## src/rtl/omsp_atom_violation_log_if.sv

```systemverilog
// Peripheral bus bundle for the atomicity violation logger (openMSP430 style).
interface omsp_atom_violation_log_if;
  logic [13:0] per_addr;
  logic [15:0] per_din;
  logic        per_en;
  logic [1:0]  per_we;
  logic [15:0] per_dout;

  modport master (output per_addr, per_din, per_en, per_we, input per_dout);
  modport slave  (input per_addr, per_din, per_en, per_we, output per_dout);
endinterface

```

## src/rtl/omsp_atom_violation_log.sv

```systemverilog
// Atomicity violation logger: captures each violation event (cause, SM ID, PC)
// into a small FIFO, raises an interrupt and/or a reset request, and exposes
// everything through an 8-word peripheral register window.
// Optional feature macro: ATOM_LOG_MAXWIN_EN builds the longest
// interrupt-masked window tracker (MAXWIN); without it MAXWIN reads 0.
module omsp_atom_violation_log #(
  parameter logic [13:0] BASE_ADDR = 14'h00C8,
  parameter int          DEPTH     = 4
) (
  input  logic        mclk,
  input  logic        puc_rst,
  input  logic        atom_violation,
  input  logic [1:0]  viol_cause,
  input  logic [15:0] sm_id,
  input  logic [15:0] inst_pc,
  input  logic        gie,
  omsp_atom_violation_log_if.slave per_bus,
  output logic        viol_irq,
  output logic        viol_reset_req
);
  localparam int         PTR_W    = (DEPTH > 1) ? $clog2(DEPTH) : 1;
  localparam logic [3:0] FULL_CNT = 4'(DEPTH);

  // Register window decode
  logic [13:0] reg_off;
  logic        in_win, bus_wr, bus_rd;
  logic        wr_ctrl, wr_pop, wr_maxwin, clr_stat;

  assign reg_off   = per_bus.per_addr - BASE_ADDR;
  assign in_win    = (reg_off < 14'd8);
  assign bus_wr    = per_bus.per_en & (|per_bus.per_we);
  assign bus_rd    = per_bus.per_en & ~(|per_bus.per_we);
  assign wr_ctrl   = bus_wr & in_win & (reg_off[2:0] == 3'd1);
  assign wr_pop    = bus_wr & in_win & (reg_off[2:0] == 3'd5);
  assign wr_maxwin = bus_wr & in_win & (reg_off[2:0] == 3'd6);
  assign clr_stat  = wr_ctrl & per_bus.per_din[2];

  // Event detection and FIFO control
  logic             viol_d, evt;
  logic [3:0]       count;
  logic [PTR_W-1:0] wr_ptr, rd_ptr;
  logic             fifo_empty, fifo_full, pop_ok, push_ok, drop_evt;
  logic             ovf, irq_en, rst_en;
  logic [3:0]       drop_cnt, drop_next;
  logic [15:0]      max_win;

  logic [1:0]  cause_mem [DEPTH];
  logic [15:0] smid_mem  [DEPTH];
  logic [15:0] pc_mem    [DEPTH];

  assign evt        = atom_violation & ~viol_d;
  assign fifo_empty = (count == 4'd0);
  assign fifo_full  = (count == FULL_CNT);
  // A pop on an empty FIFO is ignored; a pop on a full FIFO frees the slot
  // that a simultaneous push then takes.
  assign pop_ok     = wr_pop & ~fifo_empty;
  assign push_ok    = evt & (~fifo_full | pop_ok);
  assign drop_evt   = evt & ~push_ok;

  // Clear applies to the old value; a drop in the same cycle is still recorded
  always_comb begin
    drop_next = clr_stat ? 4'd0 : drop_cnt;
    if (drop_evt && (drop_next != 4'hF)) drop_next = drop_next + 4'd1;
  end

  // Edge detector, pointers and occupancy count
  always_ff @(posedge mclk or posedge puc_rst) begin
    if (puc_rst) begin
      viol_d <= 1'b0;
      count  <= 4'd0;
      wr_ptr <= '0;
      rd_ptr <= '0;
    end else begin
      viol_d <= atom_violation;
      if (push_ok) wr_ptr <= wr_ptr + PTR_W'(1);
      if (pop_ok)  rd_ptr <= rd_ptr + PTR_W'(1);
      case ({push_ok, pop_ok})
        2'b10:   count <= count + 4'd1;
        2'b01:   count <= count - 4'd1;
        default: count <= count;
      endcase
    end
  end

  // Record storage (data only, no reset needed)
  always_ff @(posedge mclk) begin
    if (push_ok) begin
      cause_mem[wr_ptr] <= viol_cause;
      smid_mem[wr_ptr]  <= sm_id;
      pc_mem[wr_ptr]    <= inst_pc;
    end
  end

  // Control bits, overflow status and the registered reset request
  always_ff @(posedge mclk or posedge puc_rst) begin
    if (puc_rst) begin
      irq_en         <= 1'b0;
      rst_en         <= 1'b0;
      ovf            <= 1'b0;
      drop_cnt       <= 4'd0;
      viol_reset_req <= 1'b0;
    end else begin
      viol_reset_req <= evt & rst_en;
      if (wr_ctrl) begin
        irq_en <= per_bus.per_din[0];
        rst_en <= per_bus.per_din[1];
      end
      ovf      <= (ovf & ~clr_stat) | drop_evt;
      drop_cnt <= drop_next;
    end
  end

`ifdef ATOM_LOG_MAXWIN_EN
  logic [15:0] win_cnt;

  // Measure masked windows and fold each finished one into MAXWIN
  always_ff @(posedge mclk or posedge puc_rst) begin
    if (puc_rst) begin
      win_cnt <= 16'd0;
      max_win <= 16'd0;
    end else begin
      if (!gie) begin
        if (win_cnt != 16'hFFFF) win_cnt <= win_cnt + 16'd1;
      end else begin
        win_cnt <= 16'd0;
      end
      if (wr_maxwin)                   max_win <= 16'd0;
      else if (gie && (win_cnt > max_win)) max_win <= win_cnt;
    end
  end
`else
  logic unused_maxwin;
  assign unused_maxwin = gie ^ wr_maxwin;
  assign max_win       = 16'd0;
`endif

  logic unused_din;
  assign unused_din = ^per_bus.per_din[15:3];

  assign viol_irq = irq_en & ~fifo_empty;

  // Combinational read mux; head registers read 0 while the FIFO is empty
  always_comb begin
    per_bus.per_dout = 16'd0;
    if (bus_rd && in_win) begin
      case (reg_off[2:0])
        3'd0:    per_bus.per_dout = {5'd0, rst_en, irq_en, drop_cnt, ovf, count};
        3'd1:    per_bus.per_dout = {14'd0, rst_en, irq_en};
        3'd2:    per_bus.per_dout = fifo_empty ? 16'd0 : {14'd0, cause_mem[rd_ptr]};
        3'd3:    per_bus.per_dout = fifo_empty ? 16'd0 : smid_mem[rd_ptr];
        3'd4:    per_bus.per_dout = fifo_empty ? 16'd0 : pc_mem[rd_ptr];
        3'd6:    per_bus.per_dout = max_win;
        default: per_bus.per_dout = 16'd0;
      endcase
    end
  end
endmodule

```

## src/flat_wrapper.sv

```systemverilog
// flat-port wrapper written by rule: the top's interface ports become plain ports
module omsp_atom_violation_log_flat 
#(
  parameter logic [13:0] BASE_ADDR = 14'h00C8,
  parameter int          DEPTH     = 4
)
  (mclk, puc_rst, atom_violation, viol_cause, sm_id, inst_pc, gie, viol_irq, viol_reset_req, per_bus_per_addr, per_bus_per_din, per_bus_per_en, per_bus_per_we, per_bus_per_dout);
  omsp_atom_violation_log_if per_bus_i ();
  input  logic mclk;
  input  logic puc_rst;
  input  logic atom_violation;
  input  logic [1:0] viol_cause;
  input  logic [15:0] sm_id;
  input  logic [15:0] inst_pc;
  input  logic gie;
  output logic viol_irq;
  output logic viol_reset_req;
  input wire logic [$bits(per_bus_i.per_addr)-1:0] per_bus_per_addr;
  input wire logic [$bits(per_bus_i.per_din)-1:0] per_bus_per_din;
  input wire logic [$bits(per_bus_i.per_en)-1:0] per_bus_per_en;
  input wire logic [$bits(per_bus_i.per_we)-1:0] per_bus_per_we;
  output wire logic [$bits(per_bus_i.per_dout)-1:0] per_bus_per_dout;
  assign per_bus_i.per_addr = per_bus_per_addr;
  assign per_bus_i.per_din = per_bus_per_din;
  assign per_bus_i.per_en = per_bus_per_en;
  assign per_bus_i.per_we = per_bus_per_we;
  assign per_bus_per_dout = per_bus_i.per_dout;
  omsp_atom_violation_log #(.BASE_ADDR(BASE_ADDR), .DEPTH(DEPTH)) u_core (.mclk(mclk), .puc_rst(puc_rst), .atom_violation(atom_violation), .viol_cause(viol_cause), .sm_id(sm_id), .inst_pc(inst_pc), .gie(gie), .per_bus(per_bus_i), .viol_irq(viol_irq), .viol_reset_req(viol_reset_req));
endmodule
```

## config.mk

```make
export PLATFORM = sky130hd
export DESIGN_NAME = omsp_atom_violation_log_flat
export DESIGN_NICKNAME = d
export VERILOG_FILES = /design/src/rtl/omsp_atom_violation_log_if.sv /design/src/rtl/omsp_atom_violation_log.sv /design/src/flat_wrapper.sv
export SDC_FILE = /design/constraint.sdc
export NUM_CORES = 1
export LEC_CHECK = 0
export CAP_MARGIN = 30
export CORE_MARGIN = 8
export CORE_UTILIZATION = 40
export DETAILED_ROUTE_END_ITERATION = 16
export HOLD_SLACK_MARGIN = 0.1
export PLACE_DENSITY = 0.61
export REMOVE_ABC_BUFFERS = 1
export SLEW_MARGIN = 20
export SYNTH_ARGS = -nofsm -noshare
export SYNTH_HDL_FRONTEND = slang
export SYNTH_SLANG_ARGS = --single-unit
```

## constraint.sdc

```tcl
create_clock -name mclk -period 7.2 [get_ports mclk]
set_input_delay 1.08 -clock mclk [delete_from_list [all_inputs] [get_ports mclk]]
set_output_delay 1.08 -clock mclk [all_outputs]
set_load 0.05 [all_outputs]
```

==> impl_results.md <==
- Largest family of logic cells by synthesized area: multiplexers
- Worst stage delay on the critical path: 0.83 ns
- Routed via count: 3,752
- ANT nets after route: 0
- Setup TNS: 0 ns
- Simple-gate share of the synthesized area: 6.68%
- Worst Tran Pin Value: 0.850 ns
- Slew Viols, Final: 0
- Worst path most repeated cell: or4_4
- # rows: 46
- RSZ-0062 raised after global routing: no
- Worst setup margin: 1.59 ns
- Data arrival time of the worst path: 4.53 ns
- Synth warn: 0
- Clock tree sinks: 153
- Crit Path Max Fanout: 9
- CTS root buffer: clkbuf_16
- Top FF cell, synth: edfxtp_1
- Total power draw: 2.30 mW
- Largest net degree at the start of global routing: 35
- Setup Buffers After CTS: 0
- Register area share after synthesis: 68.8%
- DP Worst Slack: 1.58 ns
- Worst Reg-to-Reg Cells: 9
- Starting density of the core: 41.1%
- Clk Latency, worst-skew pair: 0.42 ns
- Setup Skew: 0.00811 ns
- Crit. End Element: primary output
- First-iteration detailed-routing DRC count: 224
- Hold slack: 0.503 ns
- Mapped cell area: 0.00655 mm²
- Required time of the critical path: 6.12 ns
- DP HPWL: 9200 µm
- Area share of the largest cell type after synthesis: 62.3%
- Synth Instances: 402
- Final net count: 564
- CP startpoint kind: input pin
- Register bit total from synthesis: 153
- WS Path Type: in -> out
- Tot GR Track Use: 14.5%
- Final setup viols: 0
- CTS clk-pin slew, worst paths: 0.06 ns
- Vias per Instance: 5.26
- Die ar.: 0.0207 mm²
- Final GP Congestion: 0.804
- Drt first pass iters: 5
- EDFF count, synth: 136
- Cts hold-fix bufs: 0
- Mux cell area share after synthesis: 12.6%
- Outcome: complete, no violations
- PostCTS Resize Cnt: 0
- Adder-cell share of the synthesized area: 1.83%
- Average size of a mapped cell: 16.3 µm²
- Cts bufs inserted: 17
- IO Port Bufs: 74
- Placeable core area: 0.0159 mm²
- Post-synth ARST share: 11.1%
- Routed wire length: 14,200 µm
- Pleak: 2.62 nW
- Slew headroom: 43.3%
- Largest area contributor in the netlist: edfxtp_1
- Synth area leaders: edfxtp_1, mux4_2, dfrtp_1, mux2i_1, ha_1
- Crit share post-route: 77.9%
- I/O pins: 89
- Fill count: 1,369
- First-pass GRT wire length: 22,000 µm
- Minimum clock period: 5.61 ns
- Clock buffer depth: 2
- Die Y: 144 µm
- Compound-Gate Fraction of Synth Area: 6.80%
- Final count of hold timing violations: 0
- WHS Path Cells: 1
- Post-synthesis xor/xnor area fraction: 1.34%
- Max Cap Violations: 0
- Cell with the largest stage delay on the worst path: clkdlybuf4s50_1
- Critical-path cell list: clkdlybuf4s50_1 > or4_4 > or4_4 > or4_4 > nand2b_4 > a21oi_2 > clkdlybuf4s50_1
- Grt ovf: 0
- TritonCTS clock tree: done
- # diodes: 0
- Max Fclk: 178 MHz
- DR WL/cell: 19.9 µm
- Vias in the first global route: 4,082
- Cell variety after synth: 47
- Antenna violations before repair: 0
- Hold crit path type: reg -> reg
- # DRC: 0
- Layout overhead on the synthesized area: 24.2%
- Die X: 144 µm
- Peak VDD IR: 160 µV
- Htree depth: 4
- Layout cell share with drive strength beyond 1: 14.7%
- P per Cell Area: 283 mW/mm²
cells in the mapped netlist, types with 2 or more instances:
cell,count
edfxtp_1,136
a211oi_1,2
mux4_2,20
xor2_1,2
mux2i_1,32
o211ai_1,7
or4_4,3
xnor2_1,8
and2_1,8
a22oi_1,7
a21oi_1,13
nand2_1,20
ha_1,8
buf_1,5
inv_1,8
clkbuf_1,11
o22ai_1,9
a21o_1,3
a311oi_1,2
mux2_2,5
nand3_1,7
o221ai_1,7
nor2_1,18
nor3_1,10
nor2b_1,2
a21oi_2,2
nand2b_1,4
dfrtp_1,17
o21ai_0,3
or3_1,3
buf_6,3
a221oi_1,2
per-layer routing:
metal,vias to the layer above,GRT usage (%),routed length [µm]
met4,0,5.76,154
met2,119,23.7,6920
met1,1862,17.9,6210
met5,-,0,0
li1,1759,-,-
met3,12,4.06,892
final cells by class:
| class | count | area (µm²) | share of cell area (%) |
|---|---|---|---|
| clock buffers | 18 | 429 | 5.27 |
| clock inverters | 14 | 174 | 2.14 |
| inverters | 8 | 30.0 | 0.369 |
| multi-input cells | 222 | 1920 | 23.6 |
| flip-flops and latches | 153 | 4510 | 55.4 |
| well taps | 216 | 270 | 3.32 |
| repair buffers | 82 | 806 | 9.90 |
worst paths after layout:
kind / start / endpoint / slack (ns)
min in group asynchronous: puc_rst / u_core.drop_cnt[2]$_DFF_PP0_ / 1.10
hold / removal: u_core.ovf$_DFF_PP0_ / u_core.ovf$_DFF_PP0_ / 0.50
setup reg to reg: u_core.count[0]$_DFFE_PP0P_ / u_core.count[3]$_DFFE_PP0P_ / 4.63
max in group asynchronous: puc_rst / u_core.rd_ptr[0]$_DFFE_PP0P_ / 5.60
hold reg to reg: u_core.ovf$_DFF_PP0_ / u_core.ovf$_DFF_PP0_ / 0.50
setup / recovery: per_bus_per_addr[8] / per_bus_per_dout[2] / 1.59
logic make-up after synthesis:
family / Yosys count
XOR/XNOR: 10
buffers and inverters: 27
AND/OR/NAND/NOR: 83
multiplexers: 57
AO/OA/AOI/OAI: 63
flip-flops: 153
adder cells (fa/ha/maj): 9
power breakdown:
part	leakage, nW	total [mW]	switching (mW)	internal (mW)
Sequential	1.45	1.13	0.0444	1.08
Clock	0.285	0.897	0.350	0.547
Combinational	0.884	0.281	0.167	0.115
state kept, by name (all words and copies together) (netlist names), 2 cells and up:
name,count
u_core.cause_mem,8
u_core.wr_ptr,2
u_core.count,4
u_core.pc_mem,64
u_core.drop_cnt,4
u_core.smid_mem,64
u_core.rd_ptr,2
critical path, delay by kind of cell:
family	cells	cell delay, ns
buffers and inverters	2	1.31
AOI/OAI and AO/OA	1	0.17
and+or+nand+nor	4	1.96
per-stage QoR:
| stage | cell area, µm² | cells | utilization, % |
|---|---|---|---|
| floorplan | 6460 | 383 | - |
| global placement | 7510 | 679 | 47.1 |
| CTS | 8140 | 713 | 51.0 |
| global route | 8140 | 713 | 51.0 |
| detailed placement | 7530 | 681 | 47.3 |
| finish | 8140 | 713 | 51.0 |
cells in the final DEF (no fill, tap or decap), types with 5 or more instances in the layout:
| master | netlist | final |
|---|---|---|
| mux4_2 | 20 | 20 |
| o22ai_1 | 9 | 9 |
| buf_4 | 0 | 6 |
| mux2i_1 | 32 | 32 |
| clkbuf_16 | 0 | 17 |
| ha_1 | 8 | 8 |
| nand2_1 | 20 | 20 |
| dfrtp_1 | 17 | 16 |
| a21oi_1 | 13 | 13 |
| o221ai_1 | 7 | 7 |
| and2_1 | 8 | 8 |
| clkdlybuf4s50_1 | 0 | 74 |
| o211ai_1 | 7 | 7 |
| nand3_1 | 7 | 7 |
| nor2_1 | 18 | 18 |
| mux2_2 | 5 | 5 |
| edfxtp_1 | 136 | 136 |
| xnor2_1 | 8 | 8 |
| inv_1 | 8 | 8 |
| nor3_1 | 10 | 10 |
| a22oi_1 | 7 | 7 |
Note: power is estimated with default switching activity, not from simulation.
